$ cat config.mk
export PLATFORM = sky130hd
export DESIGN_NAME = mrp_timeout_sched
export DESIGN_NICKNAME = d
export VERILOG_FILES = /design/src/rtl/mrp_timeout_sched_pkg.sv /design/src/rtl/mrp_timeout_sched_tick.sv /design/src/rtl/mrp_timeout_sched.sv
export SDC_FILE = /design/constraint.sdc
export NUM_CORES = 1
export LEC_CHECK = 0
export CAP_MARGIN = 5
export CORE_MARGIN = 3
export CORE_UTILIZATION = 60
export CTS_CLUSTER_DIAMETER = 30
export DETAILED_ROUTE_END_ITERATION = 10
export PLACE_DENSITY_LB_ADDON = 0.15
export SLEW_MARGIN = 20
export SYNTH_ARGS = -nofsm -noshare
export SYNTH_HDL_FRONTEND = slang
export SYNTH_SLANG_ARGS = --single-unit
$ cat constraint.sdc
create_clock -name clk -period 3.8 [get_ports clk]
set_clock_uncertainty 0.15 [all_clocks]
set_input_delay 0.76 -clock clk [delete_from_list [all_inputs] [get_ports clk]]
set_output_delay 0.76 -clock clk [all_outputs]
set_load 0.02 [all_outputs]
$ cat src/rtl/mrp_timeout_sched_pkg.sv
// Shared MRP timeout scheduler definitions: FSM state encoding and default timing constants.
package mrp_timeout_sched_pkg;

    typedef enum logic [1:0] {
        ST_IDLE   = 2'd0,
        ST_SCAN   = 2'd1,
        ST_EXPIRE = 2'd2
    } sched_state_t;

    localparam int DEF_TIMEOUT_AGE = 200;
    localparam int DEF_TICK_CYCLES = 1024;

endpackage

$ cat src/rtl/mrp_timeout_sched_tick.sv
// Aging prescaler: emits a registered one-cycle tick once every TICK_CYCLES clocks.
module mrp_timeout_tick_gen
    import mrp_timeout_sched_pkg::*;
#(
    parameter int TICK_CYCLES = DEF_TICK_CYCLES
) (
    input  logic clk,
    input  logic rst,
    output logic tick
);

    localparam int CNT_W = (TICK_CYCLES > 1) ? $clog2(TICK_CYCLES) : 1;
    localparam logic [CNT_W-1:0] LAST = CNT_W'(TICK_CYCLES - 1);

    logic [CNT_W-1:0] cnt;

    always_ff @(posedge clk or negedge rst) begin
        if (!rst) begin
            cnt  <= '0;
            tick <= 1'b0;
        end else if (cnt == LAST) begin
            cnt  <= '0;
            tick <= 1'b1;
        end else begin
            cnt  <= cnt + 1'b1;
            tick <= 1'b0;
        end
    end

endmodule

$ cat src/rtl/mrp_timeout_sched.sv
// MRP connection timeout scheduler: ages armed slots on each tick and hands expiries to the rx controller.
// Optional expiry counter enabled by defining MRP_TIMEOUT_STATS_EN.
module mrp_timeout_sched
    import mrp_timeout_sched_pkg::*;
#(
    parameter int NUM_CONNS   = 16,
    parameter int CONN_ID_W   = $clog2(NUM_CONNS),
    parameter int TICK_CYCLES = DEF_TICK_CYCLES,
    parameter int AGE_W       = 8,
    parameter int TIMEOUT_AGE = DEF_TIMEOUT_AGE
) (
    input  logic                 clk,
    input  logic                 rst,
    input  logic                 set_timer_val,
    input  logic [CONN_ID_W-1:0] set_timer_conn_id,
    input  logic                 clear_timer_val,
    input  logic [CONN_ID_W-1:0] clear_timer_conn_id,
    output logic                 timeout_ctrl_val,
    output logic [CONN_ID_W-1:0] timeout_ctrl_conn_id,
    input  logic                 ctrl_timeout_rdy,
    output logic [31:0]          timeouts_cnt
);

    localparam logic [CONN_ID_W-1:0] LAST_ID   = CONN_ID_W'(NUM_CONNS - 1);
    localparam logic [AGE_W-1:0]     TIMEOUT_V = AGE_W'(TIMEOUT_AGE);

    function automatic logic [AGE_W-1:0] sat_inc(input logic [AGE_W-1:0] a);
        return (a == {AGE_W{1'b1}}) ? a : a + 1'b1;
    endfunction

    sched_state_t         state;
    logic [CONN_ID_W-1:0] scan_ptr;
    logic                 tick;
    logic                 tick_pend;
    logic [NUM_CONNS-1:0] armed;
    logic [AGE_W-1:0]     age [NUM_CONNS];

    logic             set_hit;
    logic             clr_hit;
    logic             touch_ptr;
    logic [AGE_W-1:0] next_age;
    logic             age_up;
    logic             hit_expire;
    logic             accept;
    logic             cancel;
    logic             last_slot;

    mrp_timeout_tick_gen #(
        .TICK_CYCLES(TICK_CYCLES)
    ) u_tick (
        .clk (clk),
        .rst (rst),
        .tick(tick)
    );

    // A set/clear aimed at the slot under the pointer overrides aging and cancels a pending expiry.
    assign set_hit    = set_timer_val && (set_timer_conn_id == scan_ptr);
    assign clr_hit    = clear_timer_val && (clear_timer_conn_id == scan_ptr);
    assign touch_ptr  = set_hit || clr_hit;
    assign next_age   = sat_inc(age[scan_ptr]);
    assign age_up     = (state == ST_SCAN) && armed[scan_ptr] && !touch_ptr;
    assign hit_expire = age_up && (next_age >= TIMEOUT_V);
    assign accept     = (state == ST_EXPIRE) && ctrl_timeout_rdy;
    assign cancel     = (state == ST_EXPIRE) && !ctrl_timeout_rdy && touch_ptr;
    assign last_slot  = (scan_ptr == LAST_ID);

    always_ff @(posedge clk or negedge rst) begin
        if (!rst) begin
            armed <= '0;
            for (int i = 0; i < NUM_CONNS; i++) begin
                age[i] <= '0;
            end
        end else begin
            for (int i = 0; i < NUM_CONNS; i++) begin
                if (clear_timer_val && (clear_timer_conn_id == CONN_ID_W'(i))) begin
                    armed[i] <= 1'b0;
                end else if (set_timer_val && (set_timer_conn_id == CONN_ID_W'(i))) begin
                    armed[i] <= 1'b1;
                    age[i]   <= '0;
                end else if (age_up && (scan_ptr == CONN_ID_W'(i))) begin
                    age[i] <= next_age;
                end else if (accept && (scan_ptr == CONN_ID_W'(i))) begin
                    armed[i] <= 1'b0;
                end
            end
        end
    end

    always_ff @(posedge clk or negedge rst) begin
        if (!rst) begin
            state                <= ST_IDLE;
            scan_ptr             <= '0;
            tick_pend            <= 1'b0;
            timeout_ctrl_val     <= 1'b0;
            timeout_ctrl_conn_id <= '0;
        end else begin
            // Only one tick is remembered; extras arriving while one is pending are dropped.
            if (tick_pend) begin
                if (state == ST_IDLE) tick_pend <= 1'b0;
            end else if (tick) begin
                tick_pend <= 1'b1;
            end

            case (state)
                ST_IDLE: begin
                    if (tick_pend) begin
                        scan_ptr <= '0;
                        state    <= ST_SCAN;
                    end
                end
                ST_SCAN: begin
                    if (hit_expire) begin
                        state                <= ST_EXPIRE;
                        timeout_ctrl_val     <= 1'b1;
                        timeout_ctrl_conn_id <= scan_ptr;
                    end else if (last_slot) begin
                        state <= ST_IDLE;
                    end else begin
                        scan_ptr <= scan_ptr + 1'b1;
                    end
                end
                ST_EXPIRE: begin
                    if (accept || cancel) begin
                        timeout_ctrl_val <= 1'b0;
                        if (last_slot) begin
                            state <= ST_IDLE;
                        end else begin
                            scan_ptr <= scan_ptr + 1'b1;
                            state    <= ST_SCAN;
                        end
                    end
                end
                default: state <= ST_IDLE;
            endcase
        end
    end

`ifdef MRP_TIMEOUT_STATS_EN
    logic [31:0] cnt_q;

    always_ff @(posedge clk or negedge rst) begin
        if (!rst) begin
            cnt_q <= '0;
        end else if (accept) begin
            cnt_q <= cnt_q + 32'd1;
        end
    end

    assign timeouts_cnt = cnt_q;
`else
    assign timeouts_cnt = '0;
`endif

endmodule
==> run summary <==
CTS
--------------------------------------------------------------------------------
Buffers inserted by post-CTS timing repair                                     0
Number of buffers on the longest clock path                                    2
Htree depth                                                                    4
CTS Root Buffer Type                                                sky130_fd_sc_hd__clkbuf_16
Hold-fix buffers, CTS                                                          0
TritonCTS Buffers                                                             17
Clock tree sinks                                                             167
TritonCTS clock tree                                                         yes
Clock-pin slew on the worst setup and hold paths                         0.07 ns
Later-pin clock latency in the skew report                               0.43 ns
Number of instances resized during post-cts repair                             0

CRITICAL PATH
--------------------------------------------------------------------------------
Required arrival time at the worst endpoint                              3.97 ns
Endpoint of the worst register-to-register path                     timeout_ctrl_conn_id[1]$_DFFE_PN0P_
Worst R2R Path Depth                                                          10
Crit path to                                                        timeout_ctrl_conn_id[1]$_DFFE_PN0P_
Critical-path maximum fanout                                                  14
Combined buffer and inverter count along the critical path                     0
Cell-by-cell trace of the critical path                             nor2b_1 -> a22oi_1 -> nand2_2 -> ha_1 -> o21ai_2 -> nand4b_1 -> or4b_1 -> o21ai_2 -> nand2_4 -> mux2_4
Worst R2R Setup Slack                                                    0.20 ns
Data arrival time of the critical path                                   3.77 ns
Kind of launch point of the worst setup path                                flop
Most prevalent standard cell on the critical path                   sky130_fd_sc_hd__o21ai_2
Worst setup EP type                                                         flop
Critical path class                                                      reg2reg
Gate family responsible for the most delay along the worst path     simple AND/OR/NAND/NOR gates
Slowest stage delay, CP                                                  0.74 ns
Worst Setup SP                                                      scan_ptr[3]$_DFFE_PN0P_
Start of the worst register-to-register path                        scan_ptr[3]$_DFFE_PN0P_
Instance count on the critical path                                           10
Slowest cell on crit path                                           sky130_fd_sc_hd__dfrtp_1

STA
--------------------------------------------------------------------------------
Worst max-slew margin expressed relative to the limit                     45.83%
Max Fclk                                                               277.6 MHz
RSZ-0062 raised after global routing                                          no
Setup ws final                                                         0.1972 ns
Final-report max-slew violation count                                          0
Crit share post-route                                                     94.81%
Transition time at the pin with the least slew margin                  0.8091 ns
Final setup violation count                                                    0
Fin. Hold Viols                                                                0
Min cycle time layout                                                   3.603 ns

LAYOUT
--------------------------------------------------------------------------------
Number of cells in the finished layout apart from fillers                   1106
Register area                                                       0.004180 mm^2
Syn-to-layout area delta                                                  13.22%
Share of post-route cells with drive strength above 1                     16.85%
Area taken by multi-input logic gates                               0.004163 mm^2
Fill cell instance count of the final layout                                1038
Final #Nets                                                                  937
Number of inserted diodes                                                      0

PLACED DESIGN
--------------------------------------------------------------------------------
Number of placed cells counting well taps                                   1075
I/O Buffers                                                                   17
DPL Wire Length                                                         17.62 mm
Final weighted congestion in routability-driven placement                 0.9238
Setup Slack @ Placement                                              -0.05398 ns

ROUTING
--------------------------------------------------------------------------------
Antenna-violating nets left                                                    0
Via/cell ratio                                                             6.413
Number of iterations in the first detailed-routing pass                        6
Residual DRC count                                                             0
Wire length after detailed routing                                      24.94 mm
Vias                                                                        7093
Violation count after the first detailed-route iteration                     850
WL per Instance                                                         22.55 um

SYNTHESIS
--------------------------------------------------------------------------------
Total standard cell area after synthesis                            0.008715 mm^2
Top FF cell, synth                                                  sky130_fd_sc_hd__dfrtp_1
Number of warnings printed during yosys synthesis                              0
Number of enable flip-flop cells after synthesis                               0
Top cell type's share of synthesized area                                 47.95%
Flip-flop and latch count after synthesis                                    167
Share of async-settable or async-resettable flops after synthesis         100.0%
Yosys top cell by area                                              sky130_fd_sc_hd__dfrtp_1
Unique cell type count in the Yosys netlist                                   66
Cell types occupying the most area after synthesis                  sky130_fd_sc_hd__dfrtp_1, sky130_fd_sc_hd__mux4_2, sky130_fd_sc_hd__nand2_1
Ranking of synthesized cells by instance count                      sky130_fd_sc_hd__nand2_1, sky130_fd_sc_hd__dfrtp_1, sky130_fd_sc_hd__o21ai_0
Sequential cell area fraction in the yosys report                         47.95%
Most frequent cell after synthesis                                  sky130_fd_sc_hd__nand2_1
Gate Count Post-Synth                                                        862
Mean Syn Cell Area                                                    10.11 um^2

FLOW RUN
--------------------------------------------------------------------------------
Number of maximum-capacitance violations                                       0

POWER AND IR DROP
--------------------------------------------------------------------------------
Post-layout total power                                                 4.173 mW
Total power divided by cell area                                    422.9 mW/mm^2
Peak ir drop on the vdd network                                        0.3758 mV
Leakage power total                                                     4.337 nW

RUN STATUS
--------------------------------------------------------------------------------
Outcome                                                                completed

FLOORPLANNING
--------------------------------------------------------------------------------
Die Footprint                                                       0.01601 mm^2
Number of rows created at floorplan                                           43
Overall die width                                                       126.5 um
I/O pins                                                                      50
Initial Utilization                                                       62.06%
Die Y-Extent                                                            126.5 um
Floorplan Core Area                                                 0.01404 mm^2

GLOBAL ROUTE
--------------------------------------------------------------------------------
Gr ovfl total                                                                  0
Maximum number of pins on one net before global-route repair                  62
Number of antenna violations at the first check in global routing              0
First-pass GRT wire length                                              39.93 mm
Via count of the first global-routing pass                                  7116
GRT Resource Usage Total                                                  32.64%

HOLD PATH
--------------------------------------------------------------------------------
Hold WC Path Type                                                       in2async

==> routing by layer <==
layer / track usage, % / vias to the layer above / part of all wire (%)
met5: 0 / - / 0
met4: 12.43 / 0 / 3.4
met3: 7.158 / 60 / 9.4
met2: 50.62 / 376 / 47
met1: 45.64 / 3533 / 40
li1: - / 3124 / -
==> metrics by stage <==
stage	instance area [um^2]	hold WS [ns]	setup TNS, ns	utilization, %
finish	9867	0.1634	0	70.27
global route	9867	0.1968	0	70.27
global placement	9279	0.3018	-0.4942	66.08
floorplan	8831	0.2875	0	-
CTS	9861	0.1805	0	70.22
detailed placement	9288	0.3102	-0.2322	66.14
==> worst reg2reg max path: stages (launching register included) <==
cell and delay (ns):
sky130_fd_sc_hd__dfrtp_1 0.74, sky130_fd_sc_hd__nor2b_1 0.42, sky130_fd_sc_hd__a22oi_1 0.19, sky130_fd_sc_hd__nand2_2 0.13, sky130_fd_sc_hd__ha_1 0.19, sky130_fd_sc_hd__o21ai_2 0.11
sky130_fd_sc_hd__nand4b_1 0.28, sky130_fd_sc_hd__or4b_1 0.54, sky130_fd_sc_hd__o21ai_2 0.26, sky130_fd_sc_hd__nand2_4 0.15, sky130_fd_sc_hd__mux2_4 0.33
==> cell usage in the layout, fill, tap and decap left out, types with 11 or more instances in the layout <==
master,Yosys,routed
sky130_fd_sc_hd__mux4_2,35,35
sky130_fd_sc_hd__o31ai_1,46,46
sky130_fd_sc_hd__o21ai_0,97,97
sky130_fd_sc_hd__nor2_1,43,42
sky130_fd_sc_hd__clkdlybuf4s50_1,0,16
sky130_fd_sc_hd__xor2_1,11,11
sky130_fd_sc_hd__dfrtp_1,167,166
sky130_fd_sc_hd__inv_1,11,11
sky130_fd_sc_hd__nand2_1,176,176
sky130_fd_sc_hd__o21ai_1,12,11
sky130_fd_sc_hd__nand3_1,21,21
sky130_fd_sc_hd__buf_4,36,55
sky130_fd_sc_hd__conb_1,1,32
sky130_fd_sc_hd__clkbuf_16,0,17
sky130_fd_sc_hd__a21oi_1,11,11
==> power by group <==
| part | internal [mW] | switching [mW] | leakage, nW |
|---|---|---|---|
| Clock | 0.946 | 0.752 | 0.281 |
| Sequential | 1.88 | 0.0596 | 2.26 |
| Combinational | 0.206 | 0.326 | 1.80 |
==> kinds of logic (layout without fill, tap and decap cells) <==
kind of cell	count (synthesis)	count (layout)	share of synthesized area (%)
AO/OA/AOI/OAI	224	224	16.02
adder cells (fa/ha/maj)	10	10	1.436
AND/OR/NAND/NOR	308	308	15.81
XOR/XNOR	16	16	1.608
buffers and inverters	86	119	5.858
other	1	32	0.04303
flip-flops	167	167	47.95
multiplexers	50	50	11.27
==> state kept, by name (all words and copies together), names as in the netlist <==
name	count
u_tick.cnt	10
timeout_ctrl_val	1
scan_ptr	4
tick_pend	1
u_tick.tick	1
state	2
timeout_ctrl_conn_id	4
age	128
armed	16
==> how the worst min path moves through the flow <==
| stage | endpoint | slack [ns] | cells after the start |
|---|---|---|---|
| after floorplan | u_tick.cnt[6]$_DFF_PN0_ | 0.29 | 1 |
| after global placement | u_tick.cnt[6]$_DFF_PN0_ | 0.30 | 1 |
| after detailed placement | age[37]$_DFFE_PN0P_ | 0.31 | 2 |
| after CTS | age[100]$_DFFE_PN0P_ | 0.18 | 1 |
| after global routing | age[100]$_DFFE_PN0P_ | 0.20 | 1 |
| final | age[100]$_DFFE_PN0P_ | 0.16 | 1 |
==> area by class of cell <==
class	instances	area share, %
clock buffer	19	4.590
timing repair buffer	77	6.936
clock inverter	12	1.217
inverter	11	0.4185
tap	180	2.283
sequential	167	42.37
multi-input combinational	640	42.19
Note: power is estimated with default switching activity, not from simulation.
